**src/rtl/demux16x1_wb.sv**
```systemverilog
// demux16x1_wb: write-back demux into a 16-entry register file.
// A one-deep staging register holds each write for one cycle before it
// is committed. Both read ports forward the staged value.
// Ports: CLK, RST_n (async, active low); WB_in/WB_sel/WB_valid/WB_ready
// write handshake; WB_stall holds the staging register; WB_pending
// one-hot of the staged index; RD_selA/B with REG_OUT_A/B read ports.
// Option: `define ZERO_R0_EN makes reg[0] a constant zero.
module demux16x1_wb #(
    parameter int TAM  = 16,
    parameter int NREG = 16
) (
    input  logic            CLK,
    input  logic            RST_n,
    input  logic [TAM-1:0]  WB_in,
    input  logic [3:0]      WB_sel,
    input  logic            WB_valid,
    output logic            WB_ready,
    input  logic            WB_stall,
    output logic [NREG-1:0] WB_pending,
    input  logic [3:0]      RD_selA,
    input  logic [3:0]      RD_selB,
    output logic [TAM-1:0]  REG_OUT_A,
    output logic [TAM-1:0]  REG_OUT_B
);

    logic            stage_valid;
    logic            stage_valid_nxt;
    logic [3:0]      stage_sel;
    logic [TAM-1:0]  stage_data;
    logic [TAM-1:0]  regs [NREG];
    logic            capture;
    logic            commit;
    logic [NREG-1:0] we;
    logic            fwd_a;
    logic            fwd_b;

    // State register: stage_valid is the IDLE/STAGED state bit.
    always_ff @(posedge CLK or negedge RST_n) begin
        if (!RST_n) begin
            stage_valid <= 1'b0;
            stage_sel   <= '0;
            stage_data  <= '0;
        end else begin
            stage_valid <= stage_valid_nxt;
            if (capture) begin
                stage_sel  <= WB_sel;
                stage_data <= WB_in;
            end
        end
    end

    // Next-state logic. A stalled stage blocks both commit and capture.
    always_comb begin
        commit  = stage_valid & ~WB_stall;
        capture = WB_valid & (~stage_valid | ~WB_stall);
`ifdef ZERO_R0_EN
        // Writes to r0 complete the handshake but are discarded.
        capture = capture & (WB_sel != 4'd0);
`endif
        stage_valid_nxt = capture | (stage_valid & WB_stall);
    end

    // Output logic: handshake, pending mask, write decode, read ports.
    always_comb begin
        WB_ready   = ~stage_valid | ~WB_stall;
        WB_pending = '0;
        we         = '0;
        for (int i = 0; i < NREG; i++) begin
            WB_pending[i] = stage_valid & (stage_sel == 4'(i));
            we[i]         = commit & (stage_sel == 4'(i));
        end
`ifdef ZERO_R0_EN
        we[0] = 1'b0;
`endif
        fwd_a = stage_valid & (stage_sel == RD_selA);
        fwd_b = stage_valid & (stage_sel == RD_selB);
        REG_OUT_A = fwd_a ? stage_data : regs[RD_selA];
        REG_OUT_B = fwd_b ? stage_data : regs[RD_selB];
`ifdef ZERO_R0_EN
        if (RD_selA == 4'd0) REG_OUT_A = '0;
        if (RD_selB == 4'd0) REG_OUT_B = '0;
`endif
    end

    // Register array; at most one entry is written per commit.
    always_ff @(posedge CLK or negedge RST_n) begin
        if (!RST_n) begin
            for (int i = 0; i < NREG; i++) regs[i] <= '0;
        end else begin
            for (int i = 0; i < NREG; i++) begin
                if (we[i]) regs[i] <= stage_data;
            end
        end
    end

endmodule

```
**config.mk**
```make
export PLATFORM = sky130hd
export DESIGN_NAME = demux16x1_wb
export DESIGN_NICKNAME = d
export VERILOG_FILES = /design/src/rtl/demux16x1_wb.sv
export SDC_FILE = /design/constraint.sdc
export NUM_CORES = 1
export LEC_CHECK = 0
export CORE_AREA = 2 2 300 183
export CTS_CLUSTER_SIZE = 10
export DETAILED_ROUTE_END_ITERATION = 16
export DIE_AREA = 0 0 302 185
export SYNTH_ARGS = -nofsm -noshare
export SYNTH_HDL_FRONTEND = slang
export SYNTH_SLANG_ARGS = --single-unit
```
**constraint.sdc**
```tcl
create_clock -name CLK -period 2.31 [get_ports CLK]
set_input_delay 0.3465 -clock CLK [delete_from_list [all_inputs] [get_ports CLK]]
set_output_delay 0.3465 -clock CLK [all_outputs]
set_load 0.02 [all_outputs]
```
Word-level counts from Yosys, hierarchy flattened
Cells that the tools add are included.
W data, S select, Z words.
- reduce and logical (&&, ||, !) cells: 1
- equality and inequality tests: 17
- multiplexer cells: 8
- bitwise gates (word level): 43
- $lt $le $gt $ge: 2
- operators by type and width (operator ; number):
    $bmux W16 S4 ; 2
    $mux W16 ; 6
    $and A1 B1 Y1 ; 37
    $eq A4 B4 Y1 const B ; 8
    $eq A4 B3 Y1 const B ; 4
    $ge A5 B5 Y1 const B ; 2
    $not A4 Y5 ; 2
    $eq A4 B2 Y1 const B ; 2
    $eq A4 B4 Y1 ; 2
    $eq A4 B1 Y1 const B ; 1
    $logic_not A4 Y1 ; 1
    $not A1 Y1 ; 2
    $or A1 B1 Y1 ; 2
- register bits after elaboration: 277
- logic and storage cells: 90
- output and inout bits: 49
- input port bits: 32

Longest topological paths before layout
Gate-level depths: netlist (run 1).
- depth after elaboration: 5
- gate-level depth with buffers: 7
- gate-level depth less buffers: 4

Worst setup path after synthesis (run 1)
OpenSTA, ideal clock, no wires.
- kind: input -> output
- from: in RD_selA[2]
- to: out REG_OUT_A[10]
- arrival: 1776 ps
- required time: 1964 ps
- path buffers: 2
- slack: 187 ps
- stages: 5
- cell sequence: clkbuf_1 > xor2_1 > nor4_4 > buf_4 > mux2_2
- cells in the longest elaborated chain, start to end: 5
- elaborated cells between the ends (all ways): 7
- those cells by class: eq/ne (1); mux (4); bitwise (2)
- RTL lines (what ; line ; source):
    start, declared ; 20 ; input logic [3:0] RD_selA,
    $not A4 Y5 (not written as such) ; 77 ; REG_OUT_A = fwd_a ? stage_data : regs[RD_selA];
    $bmux W16 S4 ; 77 ;
    $mux W16 (not written as such) (2 in series) ; 77 ;
    $mux W16 (*) ; 77 ;
    end, declared ; 22 ; output logic [TAM-1:0] REG_OUT_A,
Every way passes the cells marked *; elsewhere a longest branch is shown, timed or not. The select of a mux whose other input is x is not followed.

Worst setup path in the final report (run 1)
- from: reg stage_sel[2]
- to: out REG_OUT_B[4]
- cells in the longest elaborated chain, start to end: 3
- RTL lines (what ; line ; source):
    start, declared ; 28 ; logic [3:0] stage_sel;
    start signal, assigned ; 46 ; stage_sel <= WB_sel;
    $eq A4 B4 Y1 ; 76 ; fwd_b = stage_valid & (stage_sel == RD_selB);
    $and A1 B1 Y1 ; 76 ;
    $mux W16 ; 78 ; REG_OUT_B = fwd_b ? stage_data : regs[RD_selB];
    end, declared ; 23 ; output logic [TAM-1:0] REG_OUT_B
No other way between the ends.

==> key figures, run 1 <==
GRT
  – Largest net degree at the start of global routing: 86
  – First-pass GRT wire length: 65,690 um
  – Total grt overflow: 0
  – Initial antenna violation count: 0
  – GRT Resource Usage Total: 15.95%
  – Met1 Use GR: 23.27%
  – GR Layer Usage met3: 3.155%
  – GR Layer Usage met2: 24.51%
  – Vias in the first global route: 9,791
  – GR peak layer: met2

STA
  – Tcrit/Tclk final: 115.4%
  – Slew headroom: 65.14%
  – Setup Skew: 0.02087 ns
  – Setup Viol. Count Final: 32
  – Setup WS post-layout: -0.3560 ns
  – RSZ-0062 raised after global routing: true
  – Setup TNS: -9.777 ns
  – Slew @ Worst Pin: 0.5218 ns
  – Max Slew Vio Count: 0
  – Hold Slack: 0.2396 ns
  – Final hold violation count: 0
  – Peak Freq: 375.1 MHz
  – Final Critical Period: 2.666 ns

Setup path
  – Worst-path cell chain: xor2_2, nor4_4, buf_4, buf_12, mux2_4, buf_6
  – Critical setup path kind: flop to output pin
  – CP Data Required Time: 1.96 ns
  – CP Launch Type: flop
  – R2R depth: 8
  – CP max FO: 8
  – Critical path's slowest cell: dfrtp_2
  – WP data arrival: 2.32 ns
  – Register-to-Register Setup Slack: 0.14 ns
  – CP max stage delay: 0.45 ns
  – Reg-to-Reg End: regs[63]$_DFFE_PN0P_
  – Worst setup EP type: output pin
  – R2R Path Start: stage_valid$_DFF_PN0_

Logic synthesis
  – Yosys cell types: 29
  – Synth area leader: dfrtp_1
  – Post-Syn Instances: 974
  – Most common cell in the netlist: mux2_2
  – Sequential share of the synthesized area: 45.46%
  – Post-Syn Area: 0.01525 mm^2
  – Syn avg cell area: 15.65 um^2
  – Synthesis warning total: 0
  – #FFs+latches synth: 277
  – Area share of the largest cell type after synthesis: 45.46%
  – Synth Flop Type: dfrtp_1
  – Commonest cells in the netlist: 308 x mux2_2, 277 x dfrtp_1, 128 x mux4_2, 96 x mux2i_1, 37 x clkbuf_1
  – Asr flop ratio synth: 100.0%
  – Synth area leaders: dfrtp_1 45%, mux2_2 23%, mux4_2 19%, mux2i_1 6.3%, buf_6 1.6%
  – EDFF count, synth: 0
  – Synthesized net count: 1,006

Floorplanning
  – Die span in y: 185 um
  – Initial Utilization: 28.54%
  – Area of the core: 0.05343 mm^2
  – Core Rows: 66
  – Die X: 302 um
  – Die area: 0.05587 mm^2
  – IO Pins: 81

Finish
  – Area growth syn-to-layout: 22.51%
  – Multi-input combinational cell area: 0.007905 mm^2
  – Register area: 0.006937 mm^2
  – # diodes: 0
  – Post-Layout Cell Count: 1,818
  – Nets@finish: 1,135
  – Layout cells sized above 1: 61.14%
  – FILL cells: 5,071

Outcome
  – Status: finished, violations left
  – Failing checks: negative setup slack

Power
  – Static Leak: 8.061 nW
  – Seq pwr share: 41.2%
  – Design Power: 21.22 mW
  – Pwr dens: 1136 mW/mm^2
  – Sw Ratio: 30.94%
  – Cell Int Power: 14.65 mW
  – Maximum VDD drop: 0.6369 mV
  – Clock power share: 20.3%
  – Logic gate share of total power: 38.5%
  – P_sw: 6.565 mW

Run
  – Max-cap violation count: 0

Clock tree
  – Root buf cell: clkbuf_16
  – Max Buffers Root-to-Sink: 3
  – H-Tree Depth: 1
  – Reg clk slew, reported paths: 0.06 ns
  – CTS tree: done
  – CTS Sinks: 277
  – Clock Latency Late Sink: 0.58 ns
  – TritonCTS buffer count: 31

Min path
  – Hold Crit Class: input pin to async pin

Placement
  – Final estimated routing congestion in global placement: 0.7918
  – DP HPWL: 28,700 um
  – Port buffer count: 80
  – Placed cells: 1,784

Routing
  – Total wire length: 44,040 um
  – DRC Markers: 0
  – Drt pass-1 iters: 4
  – Vias/cell: 5.116
  – Drt wl/cell: 24.23 um
  – Vias: 9,300
  – Antenna viol nets, final: 0
  – Initial drt markers: 588
==> what timing repair did <==
action / CTS / global route
endpoints found under the hold margin: 32 / 0
gates cloned: 0 / 1
hold buffers: 1 / 0
pin swaps: 7 / 9
buffers inserted: 7 / 3
gates resized for setup: 284 / 30
setup endpoints to repair: 48 / 44
==> logic make-up (layout without fill, tap and decap cells) <==
family,after synthesis,after routing,share of synthesized area (%)
muxes,532,532,47.96
DFF,277,277,45.46
buffers and inverters,102,232,3.849
and+or+nand+nor,55,55,2.273
xor gates and xnor gates,8,8,0.4596
==> worst max path at each step <==
stage	from	end	slack, ns	cells after the start
finish	stage_sel[2]$_DFFE_PN0P_	REG_OUT_B[4]	-0.36	6
floorplan	RD_selA[2]	REG_OUT_A[10]	0.19	5
global placement	RD_selB[1]	REG_OUT_B[4]	-0.64	7
detailed placement	RD_selB[1]	REG_OUT_B[4]	-0.64	7
global route	stage_sel[2]$_DFFE_PN0P_	REG_OUT_B[4]	-0.42	6
CTS	stage_sel[1]$_DFFE_PN0P_	REG_OUT_A[4]	-0.43	7
==> registers in the layout, summed over array words and instances, names as in the netlist <==
signal       flops
stage_valid      1
stage_data      16
stage_sel        4
regs           256
==> cells in the final DEF (no fill, tap or decap), types with 2 or more instances in the layout <==
| master | instances |
|---|---|
| mux2_2 | 276 |
| mux2i_1 | 91 |
| or2_2 | 2 |
| nor4_4 | 2 |
| buf_6 | 36 |
| mux4_2 | 128 |
| nor2_1 | 14 |
| xor2_2 | 2 |
| nand2_1 | 7 |
| nor2_2 | 4 |
| dfrtp_1 | 273 |
| nand2_2 | 10 |
| clkbuf_16 | 31 |
| xor2_1 | 4 |
| buf_4 | 79 |
| nor3_2 | 4 |
| xnor2_1 | 2 |
| dfrtp_2 | 4 |
| buf_12 | 38 |
| mux2_4 | 32 |
| clkbuf_2 | 4 |
| dlygate4sd2_1 | 4 |
| buf_2 | 10 |
| nand2b_4 | 2 |
| clkdlybuf4s50_1 | 24 |
| mux2i_2 | 5 |
==> cell type report <==
type	instances	area share, %
flip-flops and latches	277	37.14
multi-input cells	595	42.32
clock inverters	1	0.04689
clock buffers	33	4.247
repair buffers	198	11.47
well taps	714	4.783
==> worst max-delay path, delay by kind of cell, from the launching register on <==
family	cells	cell delay [ns]
xor+xnor	1	0.17
simple gates	1	0.29
buf+inv	3	0.48
mux	1	0.34
flops	1	0.45
==> power by group through the flow <==
stage / logic, mW / clock network (mW) / registers (mW)
5_1_grt: 8.72 / 4.61 / 9.03
3_5_place_dp: 7.97 / 0 / 8.74
3_3_place_gp: 7.82 / 0 / 8.57
2_1_floorplan: 5.72 / 0 / 8.11
4_1_cts: 8.37 / 4.41 / 8.68
6_report: 8.18 / 4.30 / 8.74
==> per-layer routing <==
| layer | share of wire [%] | routed length, um |
|---|---|---|
| met1 | 48 | 21000 |
| met2 | 45 | 19890 |
| met3 | 5.3 | 2329 |
| met4 | 1.9 | 823 |
| met5 | 0 | 0 |
==> through the flow <==
stage,area [um^2],util (%),setup WS (ns)
3_3_place_gp,17620,32.98,-0.6399
4_1_cts,18690,34.99,-0.4295
5_1_grt,18680,34.96,-0.4167
3_5_place_dp,17620,32.98,-0.6391
6_report,18680,34.96,-0.3560
2_1_floorplan,15250,-,0.1871
Power figures use the tool's default switching activity.
==> inputs of run 2 (changes only) <==
Settings changed: PLACE_DENSITY_LB_ADDON from default to 0.25.
==> run 2 against run 1 <==
Effect of this change: the run still ends with negative setup slack left; die area stayed put; non-clock buffer count is 17 higher; clock power hardly changed; via count is 0.32% higher; final area is 2.0% higher; setup slack worse by 0.0066 ns; global-route usage is 0.87 points higher; first-iteration DRC count is 8.0% higher; total power is 0.21% higher; clock-buffer cell count is 1 higher; largest power group unchanged; highest routed layer unchanged.
==> key figures, run 2 (synthesis results as in run 1) <==
STA
  – Final hold violation count: 0
  – Setup WS post-layout: -0.3627 ns
  – Setup Viol. Count Final: 33
  – Final Critical Period: 2.673 ns
  – Hold Slack: 0.3596 ns
  – Slew @ Worst Pin: 0.6476 ns
  – Slew headroom: 56.82%
  – Max Slew Vio Count: 0
  – Tcrit/Tclk final: 115.7%
  – RSZ-0062 raised after global routing: true
  – Setup TNS: -10.73 ns
  – Peak Freq: 374.2 MHz
  – Setup Skew: 0.01397 ns

Routing
  – Initial drt markers: 635
  – Vias: 9,330
  – Drt pass-1 iters: 5
  – Antenna viol nets, final: 0
  – Vias/cell: 5.084
  – DRC Markers: 0
  – Total wire length: 46,490 um
  – Drt wl/cell: 25.34 um

Placement
  – Placed cells: 1,780
  – DP HPWL: 29,060 um
  – Port buffer count: 80
  – Placed Area: 0.01776 mm^2
  – Final estimated routing congestion in global placement: 0.7486

Power
  – Pwr dens: 1116 mW/mm^2
  – Design Power: 21.26 mW
  – Static Leak: 8.229 nW
  – Maximum VDD drop: 0.6183 mV

Finish
  – Commonest non-fill, non-tap cell in the layout: dfrtp_1
  – Final instance area: 0.01906 mm^2
  – Nets@finish: 1,152
  – Area growth syn-to-layout: 24.99%
  – Layout cells sized above 1: 61.73%
  – Most flops, register: regs
  – Regs by FF count: regs (256), stage_data (16), stage_sel (4)
  – Max reg flops: 256
  – Post-Layout Cell Count: 1,835
  – FILL cells: 5,025
  – # diodes: 0
  – Most frequent cells in the layout: 273 x dfrtp_1, 267 x mux2_2, 128 x mux4_2

Setup path
  – CP Data Required Time: 1.96 ns
  – R2R depth: 10
  – R2R Path Start: stage_sel[0]$_DFFE_PN0P_
  – WP data arrival: 2.33 ns
  – Reg-to-Reg End: regs[23]$_DFFE_PN0P_
  – CP max FO: 5
  – Worst setup EP type: output pin
  – Register-to-Register Setup Slack: 0.01 ns
  – Critical setup path kind: flop to output pin
  – Critical Path Source: stage_sel[2]$_DFFE_PN0P_
  – CP Launch Type: flop

GRT
  – GRT Resource Usage Total: 16.82%
  – Vias in the first global route: 9,964
  – Initial antenna violation count: 2
  – Total grt overflow: 0
  – First-pass GRT wire length: 68,780 um
  – Largest net degree at the start of global routing: 71

Clock tree
  – Root buf cell: clkbuf_16
  – Max Buffers Root-to-Sink: 3
  – Clock Latency Late Sink: 0.57 ns
  – CTS tree: done
  – H-Tree Depth: 1
  – TritonCTS buffer count: 31
  – CTS Sinks: 277
  – Reg clk slew, reported paths: 0.06 ns

Floorplanning
  – Core Rows: 66
  – Die X: 302 um
  – Area of the core: 0.05343 mm^2
  – Die span in y: 185 um
  – IO Pins: 81
  – Initial Utilization: 28.54%
  – Die area: 0.05587 mm^2

Outcome
  – Status: finished, violations left
  – Failing checks: negative setup slack

Min path
  – Hold Crit Class: input pin to async pin

Run
  – Max-cap violation count: 0
## run 2: routing by layer
metal	GRT usage [%]	share of wire [%]	vias to the layer above
met5	0	0	-
met1	25.51	51	5099
met4	2.396	1.4	0
met3	2.275	3.8	54
li1	-	-	3993
met2	26.03	44	184
## run 2: stage by stage
| step | setup WS [ns] | utilization (%) |
|---|---|---|
| 2_1_floorplan | 0.1871 | - |
| 3_3_place_gp | -0.5362 | 33.24 |
| 3_5_place_dp | -0.5249 | 33.24 |
| 4_1_cts | -0.5136 | 35.37 |
| 5_1_grt | -0.4275 | 35.67 |
| 6_report | -0.3627 | 35.67 |
## run 2: repair_timing
item	4_1_cts	5_1_grt
gates cloned	2	1
hold endpoints to repair	60	0
setup endpoints to repair	48	59
hold buffers	1	0
setup buffers	14	9
pin swaps	8	9
gates resized for setup	284	55
## run 2: layout make-up
| class | count | area, um^2 | area share (%) |
|---|---|---|---|
| clock buffer | 34 | 787.0 | 4.130 |
| multi-input combinational | 595 | 7951 | 41.72 |
| sequential | 277 | 6937 | 36.40 |
| tap | 714 | 893.4 | 4.688 |
| timing repair buffer | 215 | 2489 | 13.06 |
## run 2: worst max path at each step
| stage | slack [ns] | to | cells past startpoint |
|---|---|---|---|
| 3_5_place_dp | -0.52 | REG_OUT_A[3] | 8 |
| 5_1_grt | -0.43 | REG_OUT_A[11] | 6 |
| 3_3_place_gp | -0.54 | REG_OUT_B[3] | 8 |
| 2_1_floorplan | 0.19 | REG_OUT_A[10] | 5 |
| 4_1_cts | -0.51 | REG_OUT_B[3] | 8 |
| 6_report | -0.36 | REG_OUT_A[6] | 6 |
## run 2: critical path, cell delays in order, from the launching register on
cell	delay (ns)
dfrtp_2	0.46
xor2_2	0.21
nor4_4	0.32
buf_6	0.16
buf_12	0.14
mux2_4	0.32
buf_6	0.13
## run 2: power by group
part | switching (mW) | internal [mW]
registers | 1.73 | 7.09
logic | 2.91 | 5.25
clock network | 1.93 | 2.35
